<file path="src/rtl/hi_core_pkg.sv">
// Shared encodings for the measurement core: FSM states, STATUS bit
// positions and IRQ source bit positions.
package hi_core_pkg;

    typedef enum logic [1:0] {
        ST_IDLE = 2'd0,
        ST_ACQ  = 2'd1,
        ST_AVG  = 2'd2
    } meas_state_t;

    localparam int STAT_BUSY     = 0;
    localparam int STAT_DONE     = 1;
    localparam int STAT_TMO      = 2;
    localparam int STAT_OVR      = 3;
    localparam int STAT_STATE_LO = 4;
    localparam int STAT_STATE_HI = 5;
    localparam int STAT_RSVD     = 6;
    localparam int STAT_EN       = 7;

    localparam int IRQ_DONE = 0;
    localparam int IRQ_TMO  = 1;
    localparam int IRQ_OVR  = 2;

endpackage

</file>
<file path="src/rtl/hi_meas_core_if.sv">
// Load-cell sample stream (valid/ready). The ADC side is the master,
// the measurement core is the slave and owns ready.
interface hi_meas_core_if #(
    parameter int SAMPLE_W = 24
);
    logic                adc_valid;
    logic [SAMPLE_W-1:0] adc_data;
    logic                adc_ready;

    modport master (output adc_valid, output adc_data, input adc_ready);
    modport slave  (input adc_valid, input adc_data, output adc_ready);
endinterface

</file>
<file path="src/rtl/hi_sample_accum.sv">
// Sample accumulator: running sum and sample count for one measurement.
// The accumulator is wide enough to hold 2**AVG_LOG2 full-scale samples.
module hi_sample_accum #(
    parameter int SAMPLE_W = 24,
    parameter int AVG_LOG2 = 3
) (
    input  logic                         clk,
    input  logic                         rst,
    input  logic                         clear,
    input  logic                         accept,
    input  logic [SAMPLE_W-1:0]          data,
    output logic [SAMPLE_W+AVG_LOG2-1:0] sum,
    output logic                         full
);
    localparam int ACC_W = SAMPLE_W + AVG_LOG2;
    localparam int CNT_W = AVG_LOG2 + 1;
    localparam logic [CNT_W-1:0] CNT_LAST = CNT_W'((1 << AVG_LOG2) - 1);

    logic [ACC_W-1:0] acc;
    logic [CNT_W-1:0] cnt;

    // sum includes the sample being accepted this cycle, so the final mean
    // can be taken on the same edge as the last accept
    assign sum  = acc + ACC_W'(data);
    assign full = accept && (cnt == CNT_LAST);

    // accumulate accepted samples; clear has priority over accept
    always_ff @(posedge clk or posedge rst) begin
        if (rst) begin
            acc <= '0;
            cnt <= '0;
        end else if (clear) begin
            acc <= '0;
            cnt <= '0;
        end else if (accept) begin
            acc <= sum;
            cnt <= cnt + CNT_W'(1);
        end
    end

endmodule

</file>
<file path="src/rtl/hi_meas_core.sv">
// Measurement sequencer: on a start pulse collects 2**AVG_LOG2 samples and
// publishes their truncated mean, with sticky done/timeout/overrun flags.
//
//   state | meaning
//   IDLE  | waiting for ctrl_start with ctrl_enable high
//   ACQ   | adc_ready high, accepting samples, timeout counter running
//   AVG   | one cycle after the final accept; result_valid high, done set
module hi_meas_core #(
    parameter int SAMPLE_W    = 24,
    parameter int AVG_LOG2    = 3,
    parameter int TIMEOUT_CYC = 1024
) (
    input  logic                wb_clk_i,
    input  logic                wb_rst_i,
    input  logic                ctrl_enable,
    input  logic                ctrl_start,
    input  logic [2:0]          irq_en,
    hi_meas_core_if.slave       adc,
    output logic [SAMPLE_W-1:0] result,
    output logic                result_valid,
    output logic [7:0]          core_status,
    output logic                irq
);
    import hi_core_pkg::*;

    localparam int ACC_W = SAMPLE_W + AVG_LOG2;
    localparam int TMO_W = $clog2(TIMEOUT_CYC);
    // the threshold is hit on the idle cycle that would take tmo to TIMEOUT_CYC-1
    localparam logic [TMO_W-1:0] TMO_LAST = TMO_W'(TIMEOUT_CYC - 2);

    meas_state_t      state, state_next;
    logic [TMO_W-1:0] tmo;
    logic             done, timeout, overrun;
    logic             accept, acc_clear, acc_full;
    logic             start_ok, tmo_hit, complete;
    logic [ACC_W-1:0] acc_sum;
    logic [2:0]       flag_vec;

    assign adc.adc_ready = (state == ST_ACQ);
    assign accept        = adc.adc_valid && (state == ST_ACQ);

    hi_sample_accum #(
        .SAMPLE_W (SAMPLE_W),
        .AVG_LOG2 (AVG_LOG2)
    ) u_accum (
        .clk    (wb_clk_i),
        .rst    (wb_rst_i),
        .clear  (acc_clear),
        .accept (accept),
        .data   (adc.adc_data),
        .sum    (acc_sum),
        .full   (acc_full)
    );

    // state register
    always_ff @(posedge wb_clk_i or posedge wb_rst_i) begin
        if (wb_rst_i) state <= ST_IDLE;
        else          state <= state_next;
    end

    // next state and per-cycle control strobes; abort beats completion and timeout
    always_comb begin
        state_next = state;
        acc_clear  = 1'b0;
        start_ok   = 1'b0;
        tmo_hit    = 1'b0;
        complete   = 1'b0;
        case (state)
            ST_IDLE: begin
                if (ctrl_start && ctrl_enable) begin
                    start_ok   = 1'b1;
                    acc_clear  = 1'b1;
                    state_next = ST_ACQ;
                end
            end
            ST_ACQ: begin
                if (!ctrl_enable) begin
                    acc_clear  = 1'b1;
                    state_next = ST_IDLE;
                end else if (acc_full) begin
                    complete   = 1'b1;
                    state_next = ST_AVG;
                end else if (!accept && (tmo == TMO_LAST)) begin
                    tmo_hit    = 1'b1;
                    acc_clear  = 1'b1;
                    state_next = ST_IDLE;
                end
            end
            ST_AVG: begin
                acc_clear  = 1'b1;
                state_next = ST_IDLE;
            end
            default: begin
                acc_clear  = 1'b1;
                state_next = ST_IDLE;
            end
        endcase
    end

    // idle-cycle counter: restarts on every accept and on every accumulator clear
    always_ff @(posedge wb_clk_i or posedge wb_rst_i) begin
        if (wb_rst_i)                  tmo <= '0;
        else if (acc_clear || accept)  tmo <= '0;
        else if (state == ST_ACQ)      tmo <= tmo + TMO_W'(1);
    end

    // result is taken from the running sum on the final accept so that it and
    // result_valid appear together in the AVG cycle
    always_ff @(posedge wb_clk_i or posedge wb_rst_i) begin
        if (wb_rst_i) begin
            result       <= '0;
            result_valid <= 1'b0;
        end else begin
            result_valid <= complete;
            if (complete) result <= SAMPLE_W'(acc_sum >> AVG_LOG2);
        end
    end

    // sticky flags, cleared only by an accepted start
    always_ff @(posedge wb_clk_i or posedge wb_rst_i) begin
        if (wb_rst_i) begin
            done    <= 1'b0;
            timeout <= 1'b0;
            overrun <= 1'b0;
        end else if (start_ok) begin
            done    <= 1'b0;
            timeout <= 1'b0;
            overrun <= 1'b0;
        end else begin
            if (state == ST_AVG)                    done    <= 1'b1;
            if (tmo_hit)                            timeout <= 1'b1;
            if (ctrl_start && (state != ST_IDLE))   overrun <= 1'b1;
        end
    end

    // map flags onto their irq_en bit positions
    always_comb begin
        flag_vec           = '0;
        flag_vec[IRQ_DONE] = done;
        flag_vec[IRQ_TMO]  = timeout;
        flag_vec[IRQ_OVR]  = overrun;
    end

    // registered level interrupt
    always_ff @(posedge wb_clk_i or posedge wb_rst_i) begin
        if (wb_rst_i) irq <= 1'b0;
        else          irq <= |(irq_en & flag_vec);
    end

    // status word; the enable mirror is live even during reset
    always_comb begin
        core_status                              = '0;
        core_status[STAT_BUSY]                   = (state != ST_IDLE);
        core_status[STAT_DONE]                   = done;
        core_status[STAT_TMO]                    = timeout;
        core_status[STAT_OVR]                    = overrun;
        core_status[STAT_STATE_HI:STAT_STATE_LO] = state;
        core_status[STAT_EN]                     = ctrl_enable;
    end

endmodule

</file>
<file path="src/flat_wrapper.sv">
// flat-port wrapper written by rule: the top's interface ports become plain ports
module hi_meas_core_flat import hi_core_pkg::*;
#(
    parameter int SAMPLE_W    = 24,
    parameter int AVG_LOG2    = 3,
    parameter int TIMEOUT_CYC = 1024
)
  (wb_clk_i, wb_rst_i, ctrl_enable, ctrl_start, irq_en, result, result_valid, core_status, irq, adc_adc_valid, adc_adc_data, adc_adc_ready);
  hi_meas_core_if #(.SAMPLE_W(SAMPLE_W)) adc_i ();
  input  logic wb_clk_i;
  input  logic wb_rst_i;
  input  logic ctrl_enable;
  input  logic ctrl_start;
  input  logic [2:0] irq_en;
  output logic [SAMPLE_W-1:0] result;
  output logic result_valid;
  output logic [7:0] core_status;
  output logic irq;
  input wire logic [$bits(adc_i.adc_valid)-1:0] adc_adc_valid;
  input wire logic [$bits(adc_i.adc_data)-1:0] adc_adc_data;
  output wire logic [$bits(adc_i.adc_ready)-1:0] adc_adc_ready;
  assign adc_i.adc_valid = adc_adc_valid;
  assign adc_i.adc_data = adc_adc_data;
  assign adc_adc_ready = adc_i.adc_ready;
  hi_meas_core #(.SAMPLE_W(SAMPLE_W), .AVG_LOG2(AVG_LOG2), .TIMEOUT_CYC(TIMEOUT_CYC)) u_core (.wb_clk_i(wb_clk_i), .wb_rst_i(wb_rst_i), .ctrl_enable(ctrl_enable), .ctrl_start(ctrl_start), .irq_en(irq_en), .adc(adc_i), .result(result), .result_valid(result_valid), .core_status(core_status), .irq(irq));
endmodule
</file>
<file path="config.mk">
export PLATFORM = sky130hd
export DESIGN_NAME = hi_meas_core_flat
export DESIGN_NICKNAME = d
export VERILOG_FILES = /design/src/rtl/hi_core_pkg.sv /design/src/rtl/hi_meas_core_if.sv /design/src/rtl/hi_sample_accum.sv /design/src/rtl/hi_meas_core.sv /design/src/flat_wrapper.sv
export SDC_FILE = /design/constraint.sdc
export NUM_CORES = 1
export LEC_CHECK = 0
export ABC_AREA = 1
export ABC_CLOCK_PERIOD_IN_PS = 1900
export BUFFER_PORTS_ARGS = -buffer_cell sky130_fd_sc_hd__buf_2
export CORE_UTILIZATION = 53
export CTS_CLUSTER_DIAMETER = 50
export DETAILED_ROUTE_END_ITERATION = 10
export PLACE_DENSITY = 0.86
export SLEW_MARGIN = 20
export SYNTH_ARGS = -nofsm -noshare
export SYNTH_HDL_FRONTEND = slang
export SYNTH_SLANG_ARGS = --single-unit
export TNS_END_PERCENT = 100
</file>
<file path="constraint.sdc">
create_clock -name wb_clk_i -period 1.9 [get_ports wb_clk_i]
set_input_delay 0.19 -clock wb_clk_i [delete_from_list [all_inputs] [get_ports wb_clk_i]]
set_output_delay 0.19 -clock wb_clk_i [all_outputs]
set_load 0.1 [all_outputs]
</file>
==> results.json <==
{
  "vdd_drop_max_mv": 0.5890,
  "avgSynthCellArea_um2": 6.745,
  "io_buffers": 65,
  "grt_pass1_wl_mm": 21.24,
  "first_pass_iters": 6,
  "synth_common_cells": "283 x nand2_1, 109 x inv_1, 91 x nand3_1, 72 x dfrtp_1, 50 x nor2_1",
  "ys.flop_type": "dfrtp_1",
  "seq_power_share_pct": 35.9,
  "die_w_um": 98.85,
  "power_switching_mw": 2.077,
  "cp.required_ns": 2.21,
  "synth_edf_count": 0,
  "gp_congestion": 0.9802,
  "synth_seq_area_share_pct": 36.24,
  "clkLatencyLatePin_ns": 0.37,
  "crit_family": "simple AND/OR/NAND/NOR gates",
  "grt_overflow_total": 0,
  "multi_input_area_um2": 3132,
  "ff_latch_area_um2": 1809,
  "cap_violations": 0,
  "cts_sinks": 72,
  "routed_via_density": 5.635,
  "fin_setup_tns_ns": -0.7944,
  "path_cells": "inv_4, nand2_4, nor2_4, inv_2, nor3_4, nand2_2, nor2_4, buf_6, buf_12, nand3_2, nand2_1",
  "hold_path_class": "in -> reg",
  "drt_first_iter_violations": 495,
  "syn_to_final_growth_pct": 28.37,
  "final_util_pct": 71.77,
  "drc": 0,
  "antenna_found_initial": 0,
  "n_fill_cell": 647,
  "cts-root-buf": "clkbuf_8",
  "finalHoldViolations": 0,
  "startpoint_type": "register",
  "cts_max_level": 3,
  "die_h_um": 98.85,
  "clk_path_buf_depth": 2,
  "dp_worst_setup_slack_ns": -0.03688,
  "routedWlPerCell_um": 16.52,
  "drive_gt1_share_pct": 24.97,
  "postSynthCellCount": 737,
  "fin_skew_ns": 0.009543,
  "synthTopCellsByArea": "dfrtp_1 36%, nand2_1 21%, nand3_1 9.2%",
  "syn_area_um2": 4971,
  "swShare_pct": 42.12,
  "power_density_nw_per_um2": 772.9,
  "synth_cell_type_count": 35,
  "setup_viol_count_final": 20,
  "clk_pin_slew_ns": 0.09,
  "crit_type": "reg -> reg",
  "grt_pass1_vias": 4657,
  "holdWs_ns": 0.02868,
  "synth_top_area_share_pct": 36.24,
  "grt_max_degree": 33,
  "initial_utilization_pct": 55.91,
  "finalCriticalPeriod_ns": 1.975,
  "grt_usage_pct": 27.46,
  "cp_data_arrival_time_ns": 2.28,
  "layout.nets": 892,
  "period_share_pct": 103.9,
  "slew-limit-headroom_pct": 64.34,
  "yosysMostFrequentCell": "nand2_1",
  "slew_violations": 0,
  "numCtsBuffers": 9,
  "syn-num-nets": 797,
  "synth-seq-cells": 72,
  "async_reset_ff_share_pct": 100.0,
  "antenna_left": 0,
  "dieArea_um2": 9770,
  "critPathSlowestCell": "dfrtp_4",
  "routed-via-count": 5325,
  "cts_tree": "built",
  "power_frac_comb_pct": 40.7,
  "cp_common_cell": "nor2_4",
  "cp-end-kind": "register",
  "p_total_mw": 4.932,
  "status": "finished, violations left",
  "rows": 34,
  "internal_power_mw": 2.854,
  "cpPeakStageDelay_ns": 0.51,
  "wl_mm": 15.61,
  "rsz0062_at_grt": "yes",
  "critical_path.max_fanout": 6,
  "antenna_cells": 0,
  "synth_warnings": 0,
  "p_leak_nw": 3.567,
  "dp.final_hpwl_mm": 9.325,
  "io_pins": 67,
  "p_clk_share_pct": 23.4,
  "fmax_mhz": 506.4,
  "fp.coreArea_um2": 8891,
  "cp_num_buf_inv": 4,
  "reg2reg_slack_ns": -0.07,
  "fin_ws_ns": -0.07484,
  "failed_checks": "setup timing",
  "yosysTopAreaCell": "dfrtp_1",
  "worstMarginPinSlew_ns": 0.5337
}
state kept, by name (all words and copies together) (netlist names):
name	flops
u_core.done	1
u_core.overrun	1
u_core.u_accum.acc	27
u_core.u_accum.cnt	4
u_core.result	24
u_core.timeout	1
u_core.tmo	10
u_core.result_valid	1
u_core.irq	1
u_core.state	2
through the flow:
stage	instances	instance area (µm²)
2_1_floorplan	737	4996
3_3_place_gp	913	5545
5_1_grt	945	6381
6_report	945	6381
4_1_cts	930	5747
3_5_place_dp	913	5545
layer usage:
layer	vias up	global-route usage, %	share of wire, %	routed length [µm]
met5	-	0	0	0
met4	0	11.83	4.7	730
met3	75	5.035	9.1	1422
met1	2459	35.58	39	6076
met2	310	45.08	47	7381
li1	2481	-	-	-
worst register-to-register path, delay by kind of cell, from the launching register on:
kind                   cells  cell delay [ns]
buffers and inverters      4             0.41
flip-flops                 1             0.51
AND/OR/NAND/NOR            7             1.00
path summary, 6_finish.rpt:
check	start	endpoint	cells after the start
setup / recovery	u_core.state[1]	u_core.result[10]	11
hold / removal	irq_en[2]	u_core.irq	3
setup reg to reg	u_core.state[1]	u_core.result[10]	11
hold reg to reg	u_core.result[18]	u_core.result[18]	2
max in group asynchronous	wb_rst_i	u_core.u_accum.acc[15]	4
min in group asynchronous	wb_rst_i	u_core.result[22]	3
power groups by stage:
stage          clock network, mW  registers [mW]  logic [mW]
2_1_floorplan                  0            1.79        1.11
3_3_place_gp                   0            1.75        1.53
3_5_place_dp                   0            1.76        1.55
4_1_cts                     1.16            1.73        1.58
5_1_grt                     1.22            1.78        2.16
6_report                    1.16            1.77        2.01
cell type report:
type | count | area share [%]
multi-input cells | 537 | 49.08
inverters | 111 | 6.765
flip-flops and latches | 72 | 28.35
clock inverters | 7 | 0.8627
clock buffers | 9 | 1.941
well taps | 108 | 2.118
repair buffers | 101 | 10.88
kinds of logic (layout without fill, tap and decap cells):
logic type	after synthesis	count (layout)	synth area share, %
other	1	1	0.07544
and+or+nand+nor	457	457	38.91
xor gates and xnor gates	16	16	2.819
adders and majority gates	28	28	7.199
AOI/OAI and AO/OA	35	35	4.128
buffers and inverters	128	228	10.62
DFF	72	72	36.24
placed cells by master, fill, tap and decap left out, types with 4 or more instances in the layout:
| cell | n |
|---|---|
| a21oi_1 | 12 |
| buf_12 | 4 |
| buf_2 | 65 |
| buf_4 | 26 |
| clkbuf_8 | 9 |
| clkinvlp_4 | 4 |
| dfrtp_1 | 70 |
| ha_1 | 7 |
| ha_4 | 19 |
| inv_1 | 106 |
| nand2_1 | 265 |
| nand2_2 | 16 |
| nand2_4 | 5 |
| nand3_1 | 79 |
| nand3_2 | 9 |
| nand3b_1 | 4 |
| nand4_1 | 9 |
| nor2_1 | 36 |
| nor2_2 | 12 |
| nor2_4 | 5 |
| nor3_1 | 4 |
| o21ai_0 | 12 |
| or2_2 | 4 |
| xor2_1 | 9 |
what timing repair did:
item	CTS	global route
pin swaps	0	25
hold endpoints to repair	20	0
setup buffers	0	12
hold buffers	1	0
gates cloned	0	3
setup endpoints to repair	18	48
resized for setup	4	90
(Power assumes the default switching activity.)
